<file path="src/rtl/onebit_ctrl.sv">
// Phase sequencer for the one-bit CIM SRAM cell and its sense-amp column.
// Runs write / read-Q / read-QB requests through timed phases and returns the sensed bit.
module onebit_ctrl #(
  parameter int PH_CYC = 2
) (
  input  logic       clk,
  input  logic       rst,
  input  logic       req_valid,
  output logic       req_ready,
  input  logic [1:0] req_op,
  input  logic       req_fast,
  input  logic       req_wbit,
  input  logic       sa_out,
  output logic       preb,
  output logic       w_en,
  output logic       write_bit,
  output logic       sampleb,
  output logic       SAE,
  output logic       WL,
  output logic       WLB,
  output logic       rsp_valid,
  output logic       rsp_data,
  output logic       rsp_err
);

  localparam int CW = $clog2(PH_CYC + 1);
  localparam logic [CW-1:0] RELOAD = CW'(PH_CYC - 1);

  localparam logic [1:0] OP_WR  = 2'b00;
  localparam logic [1:0] OP_RQ  = 2'b01;
  localparam logic [1:0] OP_RQB = 2'b10;

  if (PH_CYC < 1 || PH_CYC > 255) begin : g_bad_ph_cyc
    $error("onebit_ctrl: PH_CYC out of range 1..255");
  end

  typedef enum logic [2:0] {
    S_IDLE, S_WRITE, S_PRE, S_SAMPLE, S_SENSE, S_SMPSNS, S_RST, S_ERR
  } state_t;

  state_t state_reg, state_next;
  logic [CW-1:0] cnt_reg, cnt_next;
  logic [1:0] op_reg, op_next;
  logic fast_reg, fast_next;
  logic wbit_reg, wbit_next;
  logic cap_reg, cap_next;

  logic preb_reg, preb_next;
  logic w_en_reg, w_en_next;
  logic write_bit_reg, write_bit_next;
  logic sampleb_reg, sampleb_next;
  logic sae_reg, sae_next;
  logic wl_reg, wl_next;
  logic wlb_reg, wlb_next;
  logic req_ready_reg, req_ready_next;
  logic rsp_valid_reg, rsp_valid_next;
  logic rsp_data_reg, rsp_data_next;
  logic rsp_err_reg, rsp_err_next;

  logic accept;
  logic phase_done;

  assign accept     = req_valid & req_ready_reg & (state_reg == S_IDLE);
  assign phase_done = (cnt_reg == '0);

  // State and output registers; every control pin comes straight from a flop.
  always_ff @(posedge clk) begin
    if (rst) begin
      state_reg     <= S_IDLE;
      cnt_reg       <= RELOAD;
      op_reg        <= OP_WR;
      fast_reg      <= 1'b0;
      wbit_reg      <= 1'b0;
      cap_reg       <= 1'b0;
      preb_reg      <= 1'b0;
      w_en_reg      <= 1'b0;
      write_bit_reg <= 1'b0;
      sampleb_reg   <= 1'b1;
      sae_reg       <= 1'b0;
      wl_reg        <= 1'b0;
      wlb_reg       <= 1'b0;
      req_ready_reg <= 1'b1;
      rsp_valid_reg <= 1'b0;
      rsp_data_reg  <= 1'b0;
      rsp_err_reg   <= 1'b0;
    end else begin
      state_reg     <= state_next;
      cnt_reg       <= cnt_next;
      op_reg        <= op_next;
      fast_reg      <= fast_next;
      wbit_reg      <= wbit_next;
      cap_reg       <= cap_next;
      preb_reg      <= preb_next;
      w_en_reg      <= w_en_next;
      write_bit_reg <= write_bit_next;
      sampleb_reg   <= sampleb_next;
      sae_reg       <= sae_next;
      wl_reg        <= wl_next;
      wlb_reg       <= wlb_next;
      req_ready_reg <= req_ready_next;
      rsp_valid_reg <= rsp_valid_next;
      rsp_data_reg  <= rsp_data_next;
      rsp_err_reg   <= rsp_err_next;
    end
  end

  always_comb begin
    state_next = state_reg;
    case (state_reg)
      S_IDLE: begin
        if (accept) begin
          case (req_op)
            OP_WR:         state_next = S_WRITE;
            OP_RQ, OP_RQB: state_next = S_PRE;
            default:       state_next = S_ERR;
          endcase
        end
      end
      S_WRITE:  if (phase_done) state_next = S_RST;
      S_PRE:    if (phase_done) state_next = fast_reg ? S_SMPSNS : S_SAMPLE;
      S_SAMPLE: if (phase_done) state_next = S_SENSE;
      S_SENSE:  if (phase_done) state_next = S_RST;
      S_SMPSNS: if (phase_done) state_next = S_RST;
      S_RST:    if (phase_done) state_next = S_IDLE;
      S_ERR:    state_next = S_IDLE;
      default:  state_next = S_IDLE;
    endcase

    op_next   = accept ? req_op   : op_reg;
    fast_next = accept ? req_fast : fast_reg;
    wbit_next = accept ? req_wbit : wbit_reg;

    // Sense result is taken at the edge that leaves the sensing phase.
    cap_next = accept ? 1'b0 : cap_reg;
    if ((state_reg == S_SENSE || state_reg == S_SMPSNS) && phase_done)
      cap_next = sa_out;

    if (state_next != state_reg || state_reg == S_IDLE)
      cnt_next = RELOAD;
    else
      cnt_next = cnt_reg - CW'(1);
  end

  // Output levels are decoded from the state being entered so they appear at the entry edge.
  always_comb begin
    preb_next      = 1'b0;
    w_en_next      = 1'b0;
    write_bit_next = 1'b0;
    sampleb_next   = 1'b1;
    sae_next       = 1'b0;
    wl_next        = 1'b0;
    wlb_next       = 1'b0;
    case (state_next)
      S_WRITE: begin
        preb_next      = 1'b1;
        w_en_next      = 1'b1;
        write_bit_next = wbit_next;
        wl_next        = 1'b1;
        wlb_next       = 1'b1;
      end
      S_PRE: write_bit_next = write_bit_reg;
      S_SAMPLE, S_SMPSNS: begin
        preb_next    = 1'b1;
        sampleb_next = 1'b0;
        sae_next     = (state_next == S_SMPSNS);
        wl_next      = (op_next == OP_RQ);
        wlb_next     = (op_next == OP_RQB);
      end
      S_SENSE: begin
        preb_next = 1'b1;
        sae_next  = 1'b1;
      end
      default: ;
    endcase

    req_ready_next = (state_next == S_IDLE);
    rsp_valid_next = ((state_reg == S_RST) && phase_done) || (state_reg == S_ERR);
    rsp_err_next   = (state_reg == S_ERR);
    rsp_data_next  = 1'b0;
    if (state_reg == S_RST && phase_done)
      rsp_data_next = (op_reg == OP_WR) ? wbit_reg : (cap_reg ^ (op_reg == OP_RQB));
  end

  assign preb      = preb_reg;
  assign w_en      = w_en_reg;
  assign write_bit = write_bit_reg;
  assign sampleb   = sampleb_reg;
  assign SAE       = sae_reg;
  assign WL        = wl_reg;
  assign WLB       = wlb_reg;
  assign req_ready = req_ready_reg;
  assign rsp_valid = rsp_valid_reg;
  assign rsp_data  = rsp_data_reg;
  assign rsp_err   = rsp_err_reg;

endmodule

</file>
<file path="config.mk">
export PLATFORM = sky130hd
export DESIGN_NAME = onebit_ctrl
export DESIGN_NICKNAME = d
export VERILOG_FILES = /design/src/rtl/onebit_ctrl.sv
export SDC_FILE = /design/constraint.sdc
export NUM_CORES = 1
export LEC_CHECK = 0
export ABC_CLOCK_PERIOD_IN_PS = 4570
export CAP_MARGIN = 15
export CORE_UTILIZATION = 54
export DETAILED_ROUTE_END_ITERATION = 8
export GPL_TIMING_DRIVEN = 0
export PLACE_DENSITY = 0.82
export SLEW_MARGIN = 20
export SYNTH_ARGS = -nofsm -noshare
export SYNTH_HDL_FRONTEND = slang
export SYNTH_SLANG_ARGS = --single-unit
</file>
<file path="constraint.sdc">
create_clock -name clk -period 4.57 [get_ports clk]
set_clock_uncertainty 0.1 [all_clocks]
set_input_delay 0.6855 -clock clk [delete_from_list [all_inputs] [get_ports clk]]
set_output_delay 0.6855 -clock clk [all_outputs]
set_load 0.02 [all_outputs]
</file>
==> results of run 1 <==
-- routing by layer --
layer,vias to the layer above,GRT usage [%]
met1,365,28.7
li1,421,-
met4,0,10.3
met2,20,35.4
met5,-,0
met3,5,4.76
-- cell usage after synthesis, drive strengths merged --
cell     count
or2          1
a31oi        1
or4          1
o2111ai      1
buf          4
nand2       10
maj3         2
nor2        13
or2b         1
o221a        1
nand3b       2
nor3         3
and4b        1
nor3b        2
ha           3
xnor2        1
and3         1
nor4b        1
nor2b        5
nand4b       1
a21o         3
a21oi        7
o21ai        3
a221o        1
dfxtp       21
mux2i        4
inv          6
a221oi       2
nand4        1
nand3        3
clkbuf       3
-- kinds of logic (layout without fill, tap and decap cells) --
family	Yosys count	in the layout	synth area share, %
AND/OR/NAND/NOR	46	46	25.9
flip-flops	21	21	40.9
AO/OA/AOI/OAI	19	19	14.5
buffers and inverters	13	35	8.04
adder cells (fa/ha/maj)	5	5	5.85
multiplexers	4	4	3.90
XOR/XNOR	1	1	0.853
-- worst paths after layout --
check	from	to	slack, ns	depth (start not counted)
worst max-delay path	req_op[0]	write_bit	2.15	6
worst min-delay path	cnt_reg[0]	cnt_reg[0]	0.33	1
worst max register to register	cnt_reg[0]	write_bit	2.64	8
worst min register to register	cnt_reg[0]	cnt_reg[0]	0.33	1
-- power by group --
group / internal, mW / switching [mW] / total [mW]
clock network: 0.0327 / 0.0543 / 0.0870
registers: 0.229 / 0.0304 / 0.259
logic: 0.212 / 0.225 / 0.438
-- placed cells by master, fill, tap and decap left out, types with 2 or more instances in the layout --
cell | Yosys | layout
a21o_2 | 2 | 2
nor3b_1 | 2 | 2
buf_2 | 2 | 2
clkbuf_8 | 2 | 2
nand3_1 | 2 | 2
clkbuf_4 | 0 | 3
ha_1 | 3 | 3
a21oi_1 | 6 | 6
inv_1 | 6 | 6
o21ai_0 | 3 | 3
nand2_1 | 10 | 10
dfxtp_1 | 21 | 21
nor2b_1 | 5 | 5
nor2_1 | 13 | 13
nand3b_1 | 2 | 2
nor3_1 | 2 | 2
maj3_2 | 2 | 2
mux2i_1 | 4 | 4
clkdlybuf4s50_1 | 0 | 18
-- final cells by class --
| type | count | share of cell area (%) |
|---|---|---|
| plain buffers | 7 | 4.74 |
| clock inverters | 1 | 0.395 |
| multi-input cells | 75 | 41.4 |
| repair buffers | 18 | 14.2 |
| clock buffers | 3 | 1.78 |
| flip-flops and latches | 21 | 33.2 |
| well taps | 25 | 2.47 |
| inverters | 6 | 1.78 |
==> impl_metrics.ini, run 1 <==
[critical_path]
path_delay_family = buffers and inverters
end_kind = flop
cpMaxStageDelayCell = clkdlybuf4s50_1
required_ns = 4.72
critPathBufInv = 2
start_kind = input port
worstSetupPathType = in2reg
crit_arrival_ns = 2.57
slowest_delay_ns = 0.54
worstPathMaxFanout = 5
crit_chain = clkdlybuf4s50_1 -> inv_1 -> ha_1 -> o221a_4 -> or4_4 -> a21oi_2

[grt]
overflow = 0
grt_pass1_vias = 758
grt_pass1_wl_um = 3260
grt_usage_pct = 22.3
grt_start_max_net_pins = 13
antenna_found_initial = 0

[floorplan]
rows = 15
die_x_um = 45.6
core_area_mm2 = 0.00175
die_h_um = 45.6
die-area_mm2 = 0.00208
io_pins = 19
start_util_pct = 58.9

[finish]
largest_register_ffs = 3
regArea_um2 = 420
insertedDiodeCount = 0
nFillCells = 141
final_util_pct = 72.5
fin_nets = 143
multiInputGateArea_um2 = 524
design_area_mm2 = 0.00127
syn_to_final_growth_pct = 23.3
final_layout_size_suffix_gt1_share_pct = 16.8
final_cells = 156

[power_and_ir_drop]
p_leak_nw = 0.506
design_power_total_mw = 0.784
power_density_mw_per_mm2 = 620
vdd_drop_max_mv = 0.469

[sta]
slew_headroom_pct = 70.4
worstMarginPinSlew_ns = 0.443
hold_viol = 0
maxSlewViolCount = 0
post-route-period-util_pct = 53.0
fin_setup_tns_ns = 0
rsz0062_at_grt = no
hold_ws_ns = 0.326
fmax_mhz = 413
setup_viol = 0
min_period_ns = 2.42
timing.final.ws_setup_ns = 2.15

[synthesis]
synth_top_cell_area_share_pct = 40.9
ys_seq_area_share_pct = 40.9
synth_nets = 120
syn-cell-area_mm2 = 0.00103
syn_avg_cell_area_um2 = 9.42
synth_seq_cells = 21
ys_top_cells_by_area = dfxtp_1 (41%), nor2_1 (4.8%), mux2i_1 (3.9%)
syn-instance-count = 109
yosysUniqueCellTypes = 39
synth_largest_area_cell = dfxtp_1
yosys_warnings = 0

[drt]
dr.pass1.iters = 5
route.top_layer_used = met4
vias = 811
drtAntennaViolNets = 0
drt-total-wl_um = 1960
m1WireLength_um = 948
dr_wl_met2_um = 918
routed_via_density = 5.20
first_iter_violations = 24
wl_met3_um = 53
drc = 0
wire_per_inst_um = 12.5

[placed_design]
detailed_place_hpwl_um = 1450
placed_cells = 152
post-place-ws_ns = 1.84
placed_area_mm2 = 0.00124
port_buffers = 18
place_congestion = 0.784

[clock_tree]
cts-root-buf = clkbuf_4
worstSkewPairLatency_ns = 0.30
cts_made_buffers = 3
post_cts_buffers = 0
cts.hold.buffers_added = 0
htreeDepth = 1
cts_resized = 0
cts.sink_count = 21
clkTransAtPathRegs_ns = 0.11
clockBufferDepth = 2
cts_tree = built

[run]
maxCapViolCount = 0

[hold_path]
hold_path_class = reg2reg

[run_status]
status = complete, no violations
(Power assumes the default switching activity.)
==> run 2, diff against run 1 <==
--- a/config.mk
+++ b/config.mk
@@ -5,12 +5,12 @@
 export SDC_FILE = /design/constraint.sdc
 export NUM_CORES = 1
 export LEC_CHECK = 0
-export ABC_CLOCK_PERIOD_IN_PS = 4570
+export ABC_CLOCK_PERIOD_IN_PS = 2200
 export CAP_MARGIN = 15
-export CORE_UTILIZATION = 54
+export CORE_UTILIZATION = 45
 export DETAILED_ROUTE_END_ITERATION = 8
 export GPL_TIMING_DRIVEN = 0
-export PLACE_DENSITY = 0.82
+export PLACE_DENSITY = 0.73
 export SLEW_MARGIN = 20
 export SYNTH_ARGS = -nofsm -noshare
 export SYNTH_HDL_FRONTEND = slang
==> constraint.sdc (replaced) <==
create_clock -name clk -period 2.2 [get_ports clk]
set_clock_uncertainty 0.1 [all_clocks]
set_input_delay 0.33 -clock clk [delete_from_list [all_inputs] [get_ports clk]]
set_output_delay 0.33 -clock clk [all_outputs]
set_load 0.02 [all_outputs]
==> run 2 against run 1 <==
Compared with the run above:
- global-route usage down 3.7 points
- die area grew 19%
- count of clock-buffer cells in the layout unchanged
- sequential share of layout area decreased by 0.13 points
- clock power is 110% higher
- cell area is 0.40% higher
- register-to-register slack worse by 2.4 ns
- first-iteration DRC count fell by 67%
- core utilization decreased by 11 points
- sequential power is 110% higher
- total power up 110%
- non-clock buffer count stayed put
==> impl_metrics.ini, run 2 (synthesis results as in run 1) <==
[run_status]
status = complete, no violations

[clock_tree]
cts_tree = built
htreeDepth = 1
cts.hold.buffers_added = 0
cts.sink_count = 21
post_cts_buffers = 0
cts_made_buffers = 3
cts_resized = 0
worstSkewPairLatency_ns = 0.31
clockBufferDepth = 2
clkTransAtPathRegs_ns = 0.12
cts-root-buf = clkbuf_4

[grt]
grt_usage_pct = 18.6
grt_start_max_net_pins = 14
overflow = 0
antenna_found_initial = 0
grt_pass1_vias = 782
grt_pass1_wl_um = 3400

[finish]
nFillCells = 195
fin_nets = 143
insertedDiodeCount = 0
regArea_um2 = 420
final_cells = 158
final_layout_size_suffix_gt1_share_pct = 16.8
final_cell_mix = dfxtp_1 (21), clkdlybuf4s50_1 (18), nor2_1 (13), nand2_1 (10)
final_common_cell = dfxtp_1
largest_register_ffs = 3
syn_to_final_growth_pct = 23.8
multiInputGateArea_um2 = 524

[sta]
fin_setup_tns_ns = 0
worstMarginPinSlew_ns = 0.465
min_period_ns = 2.03
hold_viol = 0
fmax_mhz = 492
maxSlewViolCount = 0
timing.final.ws_setup_ns = 0.168
slew_headroom_pct = 69.0
post-route-period-util_pct = 92.4
setup_viol = 0
rsz0062_at_grt = no

[drt]
wire_per_inst_um = 12.2
first_iter_violations = 8
drt-total-wl_um = 1930
drtAntennaViolNets = 0
drc = 0
vias = 801
dr.pass1.iters = 4
routed_via_density = 5.07

[power_and_ir_drop]
p_leak_nw = 0.503
power_density_mw_per_mm2 = 1290
design_power_total_mw = 1.64
vdd_drop_max_mv = 0.769

[floorplan]
core_area_mm2 = 0.00206
io_pins = 19
die-area_mm2 = 0.00248
rows = 16
start_util_pct = 49.8
die_h_um = 49.8
die_x_um = 49.8

[placed_design]
post-place-ws_ns = -0.148
detailed_place_hpwl_um = 1500
placed_cells = 154
place_congestion = 0.785
port_buffers = 18

[critical_path]
cpMaxStageDelayCell = clkdlybuf4s50_1
slowest_delay_ns = 0.53
worstPathMaxFanout = 5
worstSetupPathType = in2reg
crit_arrival_ns = 2.19
crit_chain = clkdlybuf4s50_1 -> inv_1 -> ha_1 -> o221a_4 -> or4_4 -> a21oi_2
start_kind = input port
required_ns = 2.36
end_kind = flop

[hold_path]
hold_path_class = reg2reg

[run]
maxCapViolCount = 0
## run 2: layout make-up
cell class | instances | share of cell area (%)
multi-input combinational | 75 | 41.2
sequential | 21 | 33.1
timing repair buffer | 18 | 14.2
buffer | 7 | 4.72
tap | 27 | 2.66
clock buffer | 3 | 1.77
inverter | 6 | 1.77
clock inverter | 1 | 0.591
## run 2: routing by layer
layer	GRT usage (%)	wire (um)	up-vias
li1	-	-	420
met1	22.2	884	361
met2	30.4	915	16
met3	3.70	80	4
met4	11.4	53	0
met5	0	0	-
## run 2: per-stage QoR
stage	hold WS, ns	area (um2)	util (%)
2_1_floorplan	0.270	1030	-
3_3_place_gp	0.281	1240	60.2
3_5_place_dp	0.287	1240	60.2
4_1_cts	0.314	1270	61.7
5_1_grt	0.342	1270	61.7
6_report	0.304	1270	61.7
## run 2: worst paths after layout
kind              slack (ns)  cells after the start  startpoint          to
setup / recovery        0.17                      6   req_op[0]   write_bit
hold / removal          0.30                      1  cnt_reg[0]  cnt_reg[0]
setup reg to reg        0.24                      8  cnt_reg[0]   write_bit
hold reg to reg         0.30                      1  cnt_reg[0]  cnt_reg[0]
## run 2: worst max-delay path: cells and delay by family
kind                       cells  cell delay, ns
and+or+nand+nor                1            0.49
AOI/OAI and AO/OA              2            0.45
buffers and inverters          2            0.61
adders and majority gates      1            0.30
## run 2: where the power goes
part	leakage [nW]	internal, mW	total (mW)	switching, mW
sequential	0.171	0.476	0.535	0.0590
combinational	0.317	0.443	0.915	0.472
clock	0.0139	0.0694	0.186	0.117
